$ cat src/rtl/alu_op_driver.sv
// alu_op_driver: accepts one ALU request per valid/ready handshake, issues it under the split-operand
// protocol, waits the command latency and returns RES/flags as a one-cycle response pulse.
// Optional feature macro: ALU_OP_DRIVER_CE_IDLE_EN (CE held low while idle with no request).

module alu_op_driver #(
    parameter int WIDTH    = 8,
    parameter int C_WIDTH  = 4,
    parameter int NORM_LAT = 1,
    parameter int MUL_LAT  = 2
) (
    input  logic               CLK,
    input  logic               RST,
    input  logic               req_valid,
    output logic               req_ready,
    input  logic [WIDTH-1:0]   req_opa,
    input  logic [WIDTH-1:0]   req_opb,
    input  logic [C_WIDTH-1:0] req_cmd,
    input  logic               req_mode,
    input  logic               req_cin,
    input  logic [1:0]         req_split,
    input  logic [3:0]         req_gap,
    output logic [WIDTH-1:0]   OPA,
    output logic [WIDTH-1:0]   OPB,
    output logic [C_WIDTH-1:0] CMD,
    output logic               MODE,
    output logic               CIN,
    output logic               CE,
    output logic [1:0]         INP_VALID,
    input  logic [WIDTH:0]     RES,
    input  logic               COUT,
    input  logic               OFLOW,
    input  logic               G,
    input  logic               L,
    input  logic               E,
    input  logic               ERR,
    output logic               rsp_valid,
    output logic [WIDTH:0]     rsp_res,
    output logic [5:0]         rsp_flags
);

    localparam int CNT_W = 8;

    typedef enum logic [2:0] {
        IDLE,
        PART,
        FULL,
        WAIT,
        RESP
    } state_t;

    state_t               state_q;
    logic                 req_ready_q;
    logic                 ce_q;
    logic [WIDTH-1:0]     opa_q;
    logic [WIDTH-1:0]     opb_q;
    logic [C_WIDTH-1:0]   cmd_q;
    logic                 mode_q;
    logic                 cin_q;
    logic [1:0]           inp_valid_q;
    logic                 rsp_valid_q;
    logic [WIDTH:0]       rsp_res_q;
    logic [5:0]           rsp_flags_q;
    logic [WIDTH-1:0]     lopa_q;
    logic [WIDTH-1:0]     lopb_q;
    logic                 mul_q;
    logic [CNT_W-1:0]     cnt_q;

    logic        req_single;
    logic        req_mul;
    logic        req_psplit;
    logic [1:0]  req_fiv;
    logic [31:0] cmd_u;
    logic        accept;

    // Request classification: operand count, multiply latency and full-issue qualifier.
    always_comb begin
        cmd_u      = 32'(req_cmd);
        req_single = req_mode ? (cmd_u >= 32'd4 && cmd_u <= 32'd7)
                              : (cmd_u >= 32'd6 && cmd_u <= 32'd11);
        req_mul    = req_mode && (cmd_u == 32'd9 || cmd_u == 32'd10);
        req_psplit = !req_single && (req_split == 2'b01 || req_split == 2'b10);
        if (!req_single) begin
            req_fiv = 2'b11;
        end else if (req_split == 2'b01 || req_split == 2'b10) begin
            req_fiv = req_split;
        end else begin
            req_fiv = 2'b01;
        end
    end

    assign accept = (state_q == IDLE) && req_ready_q && req_valid;

    always_ff @(posedge CLK or negedge RST) begin
        if (!RST) begin
            state_q     <= IDLE;
            req_ready_q <= 1'b0;
            ce_q        <= 1'b0;
            opa_q       <= '0;
            opb_q       <= '0;
            cmd_q       <= '0;
            mode_q      <= 1'b0;
            cin_q       <= 1'b0;
            inp_valid_q <= 2'b00;
            rsp_valid_q <= 1'b0;
            rsp_res_q   <= '0;
            rsp_flags_q <= '0;
            lopa_q      <= '0;
            lopb_q      <= '0;
            mul_q       <= 1'b0;
            cnt_q       <= '0;
        end else begin
            rsp_valid_q <= 1'b0;
            case (state_q)
                IDLE: begin
                    req_ready_q <= 1'b1;
`ifdef ALU_OP_DRIVER_CE_IDLE_EN
                    ce_q        <= 1'b0;
`else
                    ce_q        <= 1'b1;
`endif
                    if (accept) begin
                        req_ready_q <= 1'b0;
                        ce_q        <= 1'b1;
                        lopa_q      <= req_opa;
                        lopb_q      <= req_opb;
                        mul_q       <= req_mul;
                        cmd_q       <= req_cmd;
                        mode_q      <= req_mode;
                        cin_q       <= req_cin;
                        if (req_psplit) begin
                            state_q     <= PART;
                            cnt_q       <= CNT_W'(req_gap);
                            inp_valid_q <= req_split;
                            opa_q       <= req_split[0] ? req_opa : '0;
                            opb_q       <= req_split[1] ? req_opb : '0;
                        end else begin
                            state_q     <= FULL;
                            inp_valid_q <= req_fiv;
                            opa_q       <= req_fiv[0] ? req_opa : '0;
                            opb_q       <= req_fiv[1] ? req_opb : '0;
                        end
                    end
                end
                PART: begin
                    if (cnt_q == '0) begin
                        state_q     <= FULL;
                        inp_valid_q <= 2'b11;
                        opa_q       <= lopa_q;
                        opb_q       <= lopb_q;
                    end else begin
                        cnt_q <= cnt_q - 1'b1;
                    end
                end
                FULL: begin
                    state_q     <= WAIT;
                    inp_valid_q <= 2'b00;
                    cnt_q       <= mul_q ? CNT_W'(MUL_LAT - 1) : CNT_W'(NORM_LAT - 1);
                end
                WAIT: begin
                    // Operands and command stay on the bus until the result is sampled.
                    if (cnt_q == '0) begin
                        state_q     <= RESP;
                        rsp_valid_q <= 1'b1;
                        rsp_res_q   <= RES;
                        rsp_flags_q <= {COUT, OFLOW, G, L, E, ERR};
                    end else begin
                        cnt_q <= cnt_q - 1'b1;
                    end
                end
                RESP: begin
                    state_q     <= IDLE;
                    req_ready_q <= 1'b1;
`ifdef ALU_OP_DRIVER_CE_IDLE_EN
                    ce_q        <= 1'b0;
`endif
                end
                default: begin
                    state_q <= IDLE;
                end
            endcase
        end
    end

    assign req_ready = req_ready_q;
    assign OPA       = opa_q;
    assign OPB       = opb_q;
    assign CMD       = cmd_q;
    assign MODE      = mode_q;
    assign CIN       = cin_q;
    assign CE        = ce_q;
    assign INP_VALID = inp_valid_q;
    assign rsp_valid = rsp_valid_q;
    assign rsp_res   = rsp_res_q;
    assign rsp_flags = rsp_flags_q;

endmodule
$ cat config.mk
export PLATFORM = sky130hd
export DESIGN_NAME = alu_op_driver
export DESIGN_NICKNAME = d
export VERILOG_FILES = /design/src/rtl/alu_op_driver.sv
export SDC_FILE = /design/constraint.sdc
export NUM_CORES = 1
export LEC_CHECK = 0
export CELL_PAD_IN_SITES_DETAIL_PLACEMENT = 0
export CELL_PAD_IN_SITES_GLOBAL_PLACEMENT = 2
export CORE_MARGIN = 2
export CORE_UTILIZATION = 30
export CTS_CLUSTER_DIAMETER = 40
export DETAILED_ROUTE_END_ITERATION = 10
export GPL_ROUTABILITY_DRIVEN = 1
export PLACE_DENSITY_LB_ADDON = 0.1
export SLEW_MARGIN = 20
export SYNTH_ARGS = -nofsm -noshare
export SYNTH_HDL_FRONTEND = slang
export SYNTH_SLANG_ARGS = --single-unit
$ cat constraint.sdc
create_clock -name CLK -period 2.45 [get_ports CLK]
set_input_delay 0.6125 -clock CLK [delete_from_list [all_inputs] [get_ports CLK]]
set_output_delay 0.6125 -clock CLK [all_outputs]
set_load 0.05 [all_outputs]
==> summary.txt <==
Worst setup path
  • Reg2reg setup slack: approximately 0.42 ns
  • Worst r2r dst: cnt_q[1]$_DFFE_PN0P_
  • Worst-path fanout max: 7
  • Setup crit end kind: primary output
  • Worst path max stage delay: about 0.85 ns
  • Top delay family on crit path: buffers and inverters
  • Bufs and invs on worst path: 1
  • R2R depth: 7
  • CP Class: flop to primary output
  • Startpoint types: flop
  • CP cell instances: clkdlybuf4s50_1
  • CP Data Required Time: 1.84 ns
  • RR Startpoint: cnt_q[0]$_DFFE_PN0P_
  • Slowest-stage cell, CP: clkdlybuf4s50_1
  • Arrival time of the worst setup path: about 1.7 ns

Floorplan
  • Die area: ~12000 sq um
  • I/O pins: roughly 90
  • Initial Utilization: between 30 and 40%
  • Die span in x: about 110 um
  • Core Area: between 10000 and 15000 sq um
  • FP Rows: 38
  • Die Y: around 110 um

Global route
  • GR Util All Layers: between 10% and 20%
  • Vias in the first global route: ~3000
  • Largest net degree at the start of global routing: 40
  • Global route total overflow: 0
  • Initial antenna violation count: 0
  • First-pass GRT wire length: 15.08 mm

Synth
  • Post-synth EDFFs: 0
  • Synth cell types: 49
  • Async SR Flop Fraction: 100.0%
  • Top FF cell, synth: dfrtp_1
  • Avg Cell Area, Syn: just over 10 sq um
  • Post-synthesis sequential area ratio: 52.03%
  • Share of the synthesized area in the top cell type: approximately 52%
  • Yosys warns: 0
  • Ranking of synthesized cells by area: dfrtp_1, nand2_1, mux2_2, o2111ai_1, a31oi_1
  • Syn Inst Count: about 330
  • Synth area leader: dfrtp_1
  • Synth Cell Area: 3367 sq um
  • Syn_nets: about 380
  • #FFs+latches synth: 70

Power
  • Worst vdd ir: about 0.00073 V
  • Leak pwr: ~2.0 nW
  • Power per cell area: roughly 1400 nW/um^2
  • Design Power: between 6 and 7 mW

Final layout
  • Final core occ: 43.14%
  • Most frequent cells in the layout: nand2_1, clkdlybuf4s50_1, dfrtp_1
  • Inserted Diodes: 0
  • Layout Area Growth over Synthesis: 39.50%
  • Most common cell after layout, fill and taps aside: nand2_1
  • Sequential Area: between 1500 and 2000 sq um
  • # nets final: 476
  • Footprint of the multi-input gates: between 1000 and 1500 sq um
  • Share of cells above drive strength 1: roughly 15%
  • Fill cell count: about 1100

Clock tree
  • Post-CTS Hold Fix Bufs: 0
  • TritonCTS clock tree: yes
  • Post-CTS Resized: 0
  • Clock transition at path regs: 0.07 ns
  • # Post-CTS Setup Buffers: 0
  • Clk buf depth: 2
  • Clock sinks: 70
  • CTS H-Tree Depth: 3
  • Num CTS Buffers: 9
  • Clock latency on the worst-skew pair: 0.35 ns
  • Clock Tree Root: clkbuf_8

STA
  • Tcrit/Tclk final: roughly 94%
  • Min Tclk post-route: between 2 and 2.5 ns
  • Max Clock Skew: 0.007735 ns
  • Final Hold Vio Count: 0
  • Setup slack after layout: about 0.15 ns
  • Slew of the pin with the lowest slew margin: 0.5514 ns
  • Max transition margin: 63.24%
  • Max Freq: between 400 and 500 MHz
  • Final-report max-slew violation count: 0
  • Setup TNS: 0 ns
  • RSZ-0062 raised after global routing: no
  • Final Setup Violations: 0

Flow run
  • Max Cap Viol: 0

Route
  • Met3 wire len: ~530 um
  • Routed length per instance: around 17 um
  • # DRC: 0
  • Vias per cell: 5.002
  • Post-route ant nets: 0
  • Top routing layer in use: met4
  • Total Wirelength: about 9.5 mm
  • Met1 wire length: 4.326 mm
  • DR iter-0 viols: 83
  • Vias: between 2000 and 3000
  • DRT Pass-1 Iters: 4
  • Met2 WL: ~4.5 mm

Outcome
  • Status: completed

Hold path
  • Worst hold path class: input port to async pin

Place
  • Worst slack, placed: ~0.026 ns
  • I/O Buffers: 87
  • GPL Wtd Cong: roughly 0.76
  • DPL Wire Length: approximately 6.5 mm
-- per-stage QoR --
step / cells / instance area (sq um) / hold WS (ns)
after global placement: 556 / 4483 / 0.4541
after global routing: 572 / 4697 / 0.2221
after detailed placement: 556 / 4483 / 0.4619
final: 572 / 4697 / 0.2150
after floorplan: 329 / 3367 / 0.3169
after CTS: 572 / 4697 / 0.2185
-- logic make-up after synthesis --
| logic type | synth area share [%] |
|---|---|
| AOI/OAI and AO/OA | 16.31 |
| xor gates and xnor gates | 0.5203 |
| adders and majority gates | 1.115 |
| buffers and inverters | 4.533 |
| DFF | 52.03 |
| muxes | 5.909 |
| and+or+nand+nor | 19.58 |
-- synth_stat cells, drive strengths merged, types with 4 or more instances --
cell type and count:
a21oi 9, o21ai 6, clkbuf 5, dfrtp 70, nor2 9, nor3 20, buf 13, a31oi 17
o2111ai 17, inv 9, nand2 88, o22ai 4, mux2 15
-- routing by layer --
layer | track usage [%] | vias up
met1 | 20.87 | 1404
met3 | 4.979 | 7
met2 | 27.39 | 71
met5 | 0 | -
li1 | - | 1379
met4 | 4.702 | 0
-- area by class of cell --
class | instances | share of cell area (%)
sequential | 70 | 37.29
multi-input combinational | 232 | 31.27
timing repair buffer | 105 | 22.43
tap | 140 | 3.729
clock buffer | 10 | 2.717
clock inverter | 6 | 1.838
inverter | 9 | 0.7192
-- state kept, by name (all words and copies together) (netlist names), 2 cells and up --
signal / cells
INP_VALID: 2
CMD: 4
rsp_res: 9
rsp_flags: 6
OPA: 8
cnt_q: 8
state_q: 3
lopb_q: 8
OPB: 8
lopa_q: 8
-- worst max path at each step --
| stage | start | to | slack [ns] | cells past startpoint |
|---|---|---|---|---|
| after floorplan | cnt_q[0]$_DFFE_PN0P_ | OPA[0]$_DFFE_PN0P_ | 0.62 | 7 |
| after global placement | req_split[0] | cnt_q[1]$_DFFE_PN0P_ | 0.07 | 7 |
| after global routing | req_ready$_DFFE_PN0P_ | req_ready | 0.12 | 1 |
| after detailed placement | req_split[0] | cnt_q[1]$_DFFE_PN0P_ | 0.03 | 7 |
| final | req_ready$_DFFE_PN0P_ | req_ready | 0.15 | 1 |
| after CTS | req_ready$_DFFE_PN0P_ | req_ready | 0.14 | 1 |
-- power by group --
group	leakage (nW)	switching, mW	internal [mW]	total (mW)
logic	1.04	2.23	1.35	3.58
clock network	0.106	0.449	0.572	1.02
registers	0.843	0.404	1.70	2.10
total	1.99	3.08	3.62	6.70
No activity file was read; power rests on OpenSTA's default activity.
